**src/rtl/cdb_pkg.sv**
```systemverilog
// cdb_pkg: shared CDB arbiter sizing constants and functional-unit requester indices.
package cdb_pkg;
  localparam int N_REQ  = 9;
  localparam int DATA_W = 32;
  localparam int TAG_W  = 4;
  localparam int ADDR_W = 5;
  localparam int REQ_ALU1 = 0;
  localparam int REQ_ALU2 = 1;
  localparam int REQ_ALU3 = 2;
  localparam int REQ_MUL1 = 3;
  localparam int REQ_MUL2 = 4;
  localparam int REQ_DIV1 = 5;
  localparam int REQ_MEM1 = 6;
  localparam int REQ_MEM2 = 7;
  localparam int REQ_JUMP = 8;
endpackage

```
**src/rtl/cdb_rr_picker.sv**
```systemverilog
// cdb_rr_picker: one-hot grant of the first set request found searching upward from i_ptr (wrapping).
module cdb_rr_picker #(
  parameter int N  = 9,
  parameter int PW = 4
) (
  input  logic [N-1:0]  i_req,
  input  logic [PW-1:0] i_ptr,
  output logic [N-1:0]  o_grant
);
  logic [N-1:0] w_rot, w_pick;
  // rotate so i_ptr lands on bit 0, isolate the lowest set bit, rotate back
  assign w_rot   = N'({i_req, i_req} >> i_ptr);
  assign w_pick  = w_rot & (-w_rot);
  assign o_grant = N'(({w_pick, w_pick} << i_ptr) >> N);
endmodule

```
**src/rtl/cdb_arbiter.sv**
```systemverilog
// cdb_arbiter: per-FU result holding slots arbitrated onto one registered common data bus.
// Define CDB_RR_EN for round-robin grants; the default build uses fixed lowest-index priority.
module cdb_arbiter #(
  parameter int N_REQ  = cdb_pkg::N_REQ,
  parameter int DATA_W = cdb_pkg::DATA_W,
  parameter int TAG_W  = cdb_pkg::TAG_W,
  parameter int ADDR_W = cdb_pkg::ADDR_W
) (
  input  logic                     clk,
  input  logic                     rst,
  input  logic                     flush,
  input  logic [N_REQ-1:0]         req_valid,
  input  logic [N_REQ*TAG_W-1:0]   req_tag,
  input  logic [N_REQ*ADDR_W-1:0]  req_addr,
  input  logic [N_REQ*DATA_W-1:0]  req_data,
  output logic [N_REQ-1:0]         req_ready,
  output logic                     cdb_valid,
  output logic [TAG_W-1:0]         cdb_tag,
  output logic [ADDR_W-1:0]        cdb_addr,
  output logic [DATA_W-1:0]        cdb_data,
  output logic [3:0]               pending_cnt
);
  localparam int PW = N_REQ > 1 ? $clog2(N_REQ) : 1;
  logic [N_REQ-1:0] w_valid, w_pick, w_grant, w_take;
  logic [N_REQ-1:0][TAG_W-1:0]  w_tag;
  logic [N_REQ-1:0][ADDR_W-1:0] w_addr;
  logic [N_REQ-1:0][DATA_W-1:0] w_data;
  logic [TAG_W-1:0]  w_sel_tag;
  logic [ADDR_W-1:0] w_sel_addr;
  logic [DATA_W-1:0] w_sel_data;
  logic [PW-1:0]     w_ptr;

  cdb_rr_picker #(.N(N_REQ), .PW(PW)) u_pick (.i_req(w_valid), .i_ptr(w_ptr), .o_grant(w_pick));

  assign w_grant     = flush ? '0 : w_pick;
  assign req_ready   = ~w_valid | w_grant | {N_REQ{flush}};
  assign pending_cnt = 4'($countones(w_valid));

  for (genvar i = 0; i < N_REQ; i++) begin : g_slot
    logic              r_v;
    logic [TAG_W-1:0]  r_t;
    logic [ADDR_W-1:0] r_a;
    logic [DATA_W-1:0] r_d;
    // tag 0 marks "no result" and is never captured
    assign w_take[i] = req_valid[i] & req_ready[i] & (|req_tag[i*TAG_W +: TAG_W]) & ~flush;
    always_ff @(posedge clk or posedge rst)
      if (rst) begin
        r_v <= 1'b0;
        r_t <= '0;
        r_a <= '0;
        r_d <= '0;
      end else if (flush) r_v <= 1'b0;
      else if (w_take[i]) begin
        r_v <= 1'b1;
        r_t <= req_tag[i*TAG_W +: TAG_W];
        r_a <= req_addr[i*ADDR_W +: ADDR_W];
        r_d <= req_data[i*DATA_W +: DATA_W];
      end else if (w_grant[i]) r_v <= 1'b0;
    assign w_valid[i] = r_v;
    assign w_tag[i]   = r_t;
    assign w_addr[i]  = r_a;
    assign w_data[i]  = r_d;
  end

  always_comb begin
    w_sel_tag  = '0;
    w_sel_addr = '0;
    w_sel_data = '0;
    for (int k = 0; k < N_REQ; k++) begin
      w_sel_tag  = w_sel_tag  | (w_grant[k] ? w_tag[k]  : '0);
      w_sel_addr = w_sel_addr | (w_grant[k] ? w_addr[k] : '0);
      w_sel_data = w_sel_data | (w_grant[k] ? w_data[k] : '0);
    end
  end

  always_ff @(posedge clk or posedge rst)
    if (rst) begin
      cdb_valid <= 1'b0;
      cdb_tag   <= '0;
      cdb_addr  <= '0;
      cdb_data  <= '0;
    end else begin
      cdb_valid <= |w_grant;
      cdb_tag   <= w_sel_tag;
      cdb_addr  <= w_sel_addr;
      cdb_data  <= w_sel_data;
    end

`ifdef CDB_RR_EN
  logic [PW-1:0] r_ptr, w_gidx;
  always_comb begin
    w_gidx = '0;
    for (int k = 0; k < N_REQ; k++) w_gidx = w_grant[k] ? PW'(k) : w_gidx;
  end
  always_ff @(posedge clk or posedge rst)
    if (rst) r_ptr <= '0;
    else if (|w_grant) r_ptr <= (w_gidx == PW'(N_REQ - 1)) ? '0 : w_gidx + 1'b1;
  assign w_ptr = r_ptr;
`else
  assign w_ptr = '0;
`endif
endmodule

```
**config.mk**
```make
export PLATFORM = sky130hd
export DESIGN_NAME = cdb_arbiter
export DESIGN_NICKNAME = d
export VERILOG_FILES = /design/src/rtl/cdb_pkg.sv /design/src/rtl/cdb_rr_picker.sv /design/src/rtl/cdb_arbiter.sv
export SDC_FILE = /design/constraint.sdc
export NUM_CORES = 1
export LEC_CHECK = 0
export ABC_AREA = 1
export BUFFER_PORTS_ARGS = -buffer_cell sky130_fd_sc_hd__buf_2
export CORE_MARGIN = 5
export CORE_UTILIZATION = 45
export CTS_BUF_LIST = sky130_fd_sc_hd__clkbuf_4 sky130_fd_sc_hd__clkbuf_8
export CTS_CLUSTER_SIZE = 28
export DETAILED_ROUTE_END_ITERATION = 8
export GPL_ROUTABILITY_DRIVEN = 0
export PLACE_DENSITY = 0.68
export REMOVE_ABC_BUFFERS = 1
export SKIP_CTS_REPAIR_TIMING = 1
export SYNTH_ARGS = -nofsm -noshare
export SYNTH_HDL_FRONTEND = slang
export SYNTH_SLANG_ARGS = --single-unit
```
**constraint.sdc**
```tcl
create_clock -name clk -period 25.4 [get_ports clk]
set_input_delay 2.54 -clock clk [delete_from_list [all_inputs] [get_ports clk]]
set_output_delay 2.54 -clock clk [all_outputs]
set_load 0.01 [all_outputs]
```
==> metrics.txt, run 1 <==
result of the run=completed; global-route wire length before repair=106000 um; Tightest Pin Transition=1.11 ns; # Max-Cap Violations=0; Worst Hold Launch=g_slot[6].r_d[9]; PD cells=76.7 mW/mm2; DRC violations left=0; number of vias per cell=5.38; total instance count after detailed placement=3435; leading post-synthesis cells by cell area=sky130_fd_sc_hd__dfrtp_1, sky130_fd_sc_hd__nand2_1, sky130_fd_sc_hd__nand3_1; ratio of cells with drive above 1 in the final layout=20.9%; Post-Route Skew=0.0213 ns; total die area=0.0486 mm2; iteration count of the initial detailed-routing pass=6; post-synthesis average cell area=7.78 um2; total standard cell area after synthesis=0.0199 mm2; Post-Route Utilization=54.2%; max frequency=0.139 GHz; worst flop-to-flop path startpoint=g_slot[0].r_v; maximum fanout along the worst path=114; proportion of synthesized chip area in sequential cells=52.7%; post-route antenna net violation count=0; arrival time of data at the critical path endpoint=4.67 ns; signed area change from the synthesized netlist to the final layout=19.7%; worst slew slack as a fraction of its limit=25.9%; leakage power total=13.4 nW; detailed-route wire length per cell=19.5 um; overall die width=221 um; count of different cell masters after synthesis=28; Final setup violation count=0; max-slew violations=0; Final Non-Filler Cells=3556; required time at the endpoint of the critical path=22.86 ns; maximum level of the CTS H-tree=3; die span in y=221 um; min cycle time layout=7.21 ns; Final Hold Violating Endpoints=0; post-synthesis cell type with the largest combined area=sky130_fd_sc_hd__dfrtp_1; number of top-level design ports=436; Port Buffers=434; Peak supply drop=0.0408 mV; area share of the leading cell type in the synthesized netlist=52.7%; final wirelength=69400 um; total number of yosys warnings=0; Clock Tree Root=sky130_fd_sc_hd__clkbuf_8; post-synthesis sequential element count=420; initial core utilization=45.3%; TritonCTS clock tree=done; post-CTS clock slew at the launch and capture registers of the worst setup and hold paths=0.06 ns; global router's overall resource usage=28.1%; site row count=77; endpoint kind of the worst setup timing path=output port; final cycle utilization of the critical path=28.4%; violation count after the first detailed-routing iteration=1845; path type of the worst min-delay path=reg2reg; nature of the critical path startpoint=input port; clock insertion delay at the later pin of the skew report=0.62 ns; most frequent cells in the layout=sky130_fd_sc_hd__nand2_1, sky130_fd_sc_hd__nand3_1, sky130_fd_sc_hd__buf_2, sky130_fd_sc_hd__dfrtp_1, sky130_fd_sc_hd__inv_1; initial antenna violation count=0; number of vias in the routed layout=19100; total gr overflow=0; # nets final=3306; most common cell after layout, fill and taps aside=sky130_fd_sc_hd__nand2_1; core footprint=0.0440 mm2; clock buffer count from CTS=71; Clock Tree Buf Depth=3; critical path launch point=flush; number of global-route vias before repair=18800; largest net degree at the start of global routing=166; Mapped Cells=2565; type of the worst setup path=in2out; RSZ-0062 raised after global routing=false; number of sinks on the clock net=420; accumulated negative setup slack=0 ns; DPL Wire Length=46400 um
[stage by stage]
stage	setup WS (ns)	total power [mW]	instance area [um2]	hold slack [ns]
finish	18.19	1.83	23900	0.470
floorplan	11.17	1.03	19100	0.442
global route	18.12	1.92	23900	0.486
detailed placement	18.33	1.19	22400	0.458
CTS	18.24	1.84	23900	0.473
global placement	18.37	1.18	22400	0.454
[synth_stat cells]
| cell | n |
|---|---|
| sky130_fd_sc_hd__nand2_2 | 6 |
| sky130_fd_sc_hd__nor3_4 | 1 |
| sky130_fd_sc_hd__a21oi_2 | 4 |
| sky130_fd_sc_hd__buf_4 | 6 |
| sky130_fd_sc_hd__nor2_1 | 137 |
| sky130_fd_sc_hd__nand3_1 | 535 |
| sky130_fd_sc_hd__buf_1 | 8 |
| sky130_fd_sc_hd__xor2_1 | 1 |
| sky130_fd_sc_hd__o21ai_2 | 1 |
| sky130_fd_sc_hd__conb_1 | 1 |
| sky130_fd_sc_hd__nand4_1 | 87 |
| sky130_fd_sc_hd__a31oi_2 | 2 |
| sky130_fd_sc_hd__fa_1 | 5 |
| sky130_fd_sc_hd__buf_2 | 99 |
| sky130_fd_sc_hd__buf_6 | 1 |
| sky130_fd_sc_hd__clkinv_1 | 1 |
| sky130_fd_sc_hd__ha_1 | 4 |
| sky130_fd_sc_hd__nand3b_1 | 1 |
| sky130_fd_sc_hd__o21ai_0 | 92 |
| sky130_fd_sc_hd__clkbuf_1 | 69 |
| sky130_fd_sc_hd__inv_2 | 3 |
| sky130_fd_sc_hd__nor2_2 | 7 |
| sky130_fd_sc_hd__dfrtp_1 | 420 |
| sky130_fd_sc_hd__inv_1 | 186 |
| sky130_fd_sc_hd__o21ai_1 | 1 |
| sky130_fd_sc_hd__inv_4 | 1 |
| sky130_fd_sc_hd__nand3_2 | 2 |
| sky130_fd_sc_hd__nand2_1 | 884 |
[layer usage]
metal,vias up,part of all wire [%],GRT usage (%)
li1,8929,-,-
met1,9067,40,38.5
met2,997,46,44.6
met3,152,9.0,4.27
met4,0,4.4,12.3
met5,-,0,0
[path summary, 6_finish.rpt]
path,end,slack (ns),depth (start not counted)
max,req_ready[7],18.19,5
min,g_slot[6].r_d[9],0.47,2
max reg2reg,g_slot[8].r_d[9],21.07,11
min reg2reg,g_slot[6].r_d[9],0.47,2
max in group asynchronous,g_slot[3].r_d[19],20.94,4
min in group asynchronous,g_slot[5].r_t[2],2.09,2
[critical path: stages]
cell and delay [ns]:
sky130_fd_sc_hd__buf_2 0.19, sky130_fd_sc_hd__inv_6 0.54, sky130_fd_sc_hd__buf_4 0.73, sky130_fd_sc_hd__nand3_1 0.19
sky130_fd_sc_hd__buf_2 0.20
[power by group]
part | leakage (nW) | switching (mW) | internal (mW) | total, mW
Combinational | 7.31 | 0.223 | 0.106 | 0.329
Clock | 0.798 | 0.279 | 0.372 | 0.651
Sequential | 5.25 | 0.0658 | 0.785 | 0.851
Total | 13.4 | 0.567 | 1.26 | 1.83
[kinds of logic (layout without fill, tap and decap cells)]
logic type	after synthesis	count (layout)	share of synthesized area (%)
buffers and inverters	374	772	7.82
AND/OR/NAND/NOR	1660	1660	36.0
other	1	2	0.0188
flip-flops	420	420	52.7
XOR/XNOR	1	1	0.0439
AO/OA/AOI/OAI	100	100	2.68
adder cells (fa/ha/maj)	9	9	0.753
[area by class of cell]
type / count / area [um2]
fill: 4172 / 20200
sequential: 420 / 10500
multi-input combinational: 1771 / 8000
timing repair buffer: 461 / 2390
clock buffer: 111 / 1370
tap: 592 / 741
inverter: 191 / 729
clock inverter: 9 / 129
antenna: 1 / 2.50
[flip-flops by register name, indices dropped and copies added (netlist names)]
signal and flops:
g_slot.r_t 36, cdb_data 32, cdb_valid 1, cdb_tag 4, g_slot.r_a 45, g_slot.r_v 9, cdb_addr 5, g_slot.r_d 288
Power figures use the tool's default switching activity.
==> inputs of run 2 (changes only) <==
--- a/config.mk
+++ b/config.mk
@@ -13,7 +13,7 @@
 export CTS_CLUSTER_SIZE = 28
 export DETAILED_ROUTE_END_ITERATION = 8
 export GPL_ROUTABILITY_DRIVEN = 0
-export PLACE_DENSITY = 0.68
+export PLACE_DENSITY = 0.71
 export REMOVE_ABC_BUFFERS = 1
 export SKIP_CTS_REPAIR_TIMING = 1
 export SYNTH_ARGS = -nofsm -noshare
==> constraint.sdc (replaced) <==
create_clock -name clk -period 5.8 [get_ports clk]
set_input_delay 0.58 -clock clk [delete_from_list [all_inputs] [get_ports clk]]
set_output_delay 0.58 -clock clk [all_outputs]
set_load 0.01 [all_outputs]
==> run 2 against run 1 <==
First-iteration DRC count is 2.5% higher. Flip-flop and latch count did not move. Final cell count increased by 0.31%. Sequential share of layout area decreased by 0.28 points. Non-clock buffer count stayed put. Highest routed layer unchanged. Register-to-register slack got worse by 19 ns. Critical endpoint is now pending_cnt[2].
==> metrics.txt, run 2 (synthesis results as in run 1) <==
result of the run=completed; core footprint=0.0440 mm2; post-CTS clock slew at the launch and capture registers of the worst setup and hold paths=0.06 ns; overall die width=221 um; total die area=0.0486 mm2; Place WS=2.08 ns; most common cell after layout, fill and taps aside=sky130_fd_sc_hd__nand2_1; Post-Route Utilization=54.6%; largest net degree at the start of global routing=143; Port Buffers=434; post-route antenna net violation count=0; violation count after the first detailed-routing iteration=1891; max frequency=0.228 GHz; cell with the most instances on the worst path=sky130_fd_sc_hd__fa_1; # Max-Cap Violations=0; Final Hold Violating Endpoints=0; Largest Register=g_slot.r_d; Clock Tree Buf Depth=3; maximum fanout along the worst path=4; Post-Route Skew=0.0308 ns; type of the worst setup path=reg2out; # nets final=3310; endpoint kind of the worst setup timing path=output port; Clock Tree Root=sky130_fd_sc_hd__clkbuf_8; detailed-route wire length per cell=19.8 um; number of vias per cell=5.46; Final setup violation count=0; final cycle utilization of the critical path=75.5%; Tightest Pin Transition=1.21 ns; CP delay by family, top=adder cells; number of sinks on the clock net=420; global-route wire length before repair=108000 um; leading registers by flop count=g_slot.r_d (288), g_slot.r_a (45), g_slot.r_t (36); DRC violations left=0; max reg flops=288; Peak supply drop=0.260 mV; site row count=77; ratio of cells with drive above 1 in the final layout=21.1%; maximum level of the CTS H-tree=3; die span in y=221 um; nature of the critical path startpoint=flop; path type of the worst min-delay path=in2reg; DPL Wire Length=45700 um; reg-to-reg slack, setup=2.23 ns; worst slew slack as a fraction of its limit=19.3%; total gr overflow=0; highest-delay cell along the critical path=sky130_fd_sc_hd__fa_1; worst path setup slack after routing=1.42 ns; worst hold slack=0.113 ns; clock insertion delay at the later pin of the skew report=0.67 ns; initial antenna violation count=1; maximum cell stage delay along the critical path=0.49 ns; signed area change from the synthesized netlist to the final layout=20.4%; fillers=4161; max-slew violations=0; CP cell instances=inv_2 > fa_1 > fa_1 > fa_1 > inv_1 > fa_1 > fa_1 > xor2_1 > buf_2; leakage power total=13.4 nW; final wirelength=70800 um; iteration count of the initial detailed-routing pass=6; global router's overall resource usage=28.7%; PD cells=342 mW/mm2; arrival time of data at the critical path endpoint=3.80 ns; TritonCTS clock tree=done; RSZ-0062 raised after global routing=false; number of global-route vias before repair=19500; number of top-level design ports=436; initial core utilization=45.3%; clock buffer count from CTS=75; critical path buffer and inverter count=3; required time at the endpoint of the critical path=5.22 ns; most frequent cells in the layout=sky130_fd_sc_hd__nand2_1, sky130_fd_sc_hd__nand3_1, sky130_fd_sc_hd__buf_2, sky130_fd_sc_hd__dfrtp_1, sky130_fd_sc_hd__inv_1; min cycle time layout=4.38 ns; number of vias in the routed layout=19500
-- run 2: cell count changes in the layout (fill, tap and decap cells not counted) --
cell,before,now
sky130_fd_sc_hd__buf_4,26,25
sky130_fd_sc_hd__clkbuf_4,25,20
sky130_fd_sc_hd__clkinv_2,4,7
sky130_fd_sc_hd__clkinvlp_4,1,4
sky130_fd_sc_hd__clkbuf_8,86,96
sky130_fd_sc_hd__buf_12,1,2
-- run 2: worst reg2reg max path: stages, from the launching register on --
cell and delay (ns):
sky130_fd_sc_hd__dfrtp_1 0.40, sky130_fd_sc_hd__inv_1 0.18, sky130_fd_sc_hd__nand2_1 0.12, sky130_fd_sc_hd__nor2_4 0.08, sky130_fd_sc_hd__buf_4 0.46, sky130_fd_sc_hd__nand2_1 0.20, sky130_fd_sc_hd__nand2_2 0.74, sky130_fd_sc_hd__nand2_2 0.91
sky130_fd_sc_hd__nand2_1 0.29, sky130_fd_sc_hd__nand2_1 0.07
-- run 2: layout make-up --
cell class | instances | area [um2] | share of cell area (%)
clock buffers | 116 | 1470 | 6.13
repair buffers | 461 | 2400 | 9.99
multi-input cells | 1771 | 8000 | 33.3
diodes | 1 | 2.50 | 0.0104
inverters | 191 | 729 | 3.04
clock inverters | 15 | 166 | 0.693
well taps | 592 | 741 | 3.08
flip-flops and latches | 420 | 10500 | 43.8
-- run 2: per-layer routing --
layer	share of wire (%)	global-route usage (%)	up-vias
li1	-	-	8935
met4	4.9	13.9	0
met5	0	0	-
met3	8.7	5.51	164
met1	40	38.3	9366
met2	46	45.5	1026
-- run 2: final timing paths --
kind | from | end | cells after the start
setup / recovery | g_slot[3].r_v | pending_cnt[2] | 9
hold / removal | req_addr[0] | g_slot[0].r_a[0] | 3
setup reg to reg | g_slot[6].r_v | g_slot[7].r_d[24] | 9
hold reg to reg | g_slot[8].r_d[8] | g_slot[8].r_d[8] | 2
max in group asynchronous | rst | g_slot[4].r_a[0] | 3
min in group asynchronous | rst | g_slot[6].r_t[1] | 2
-- run 2: power breakdown --
part | internal [mW] | leakage [nW] | switching [mW]
combinational | 0.464 | 7.31 | 0.995
clock | 1.75 | 0.859 | 1.28
sequential | 3.44 | 5.25 | 0.277
total | 5.65 | 13.4 | 2.55
-- run 2: metrics by stage --
stage               cell area [um2]  instances  power (mW)  TNS (ns)
finish                        24000       3567        8.21         0
global route                  24000       3567        8.62         0
CTS                           24000       3566        8.25         0
detailed placement            22400       3435        5.21         0
global placement              22400       3435        5.15         0
floorplan                     19100       2382        4.52  -2718.01
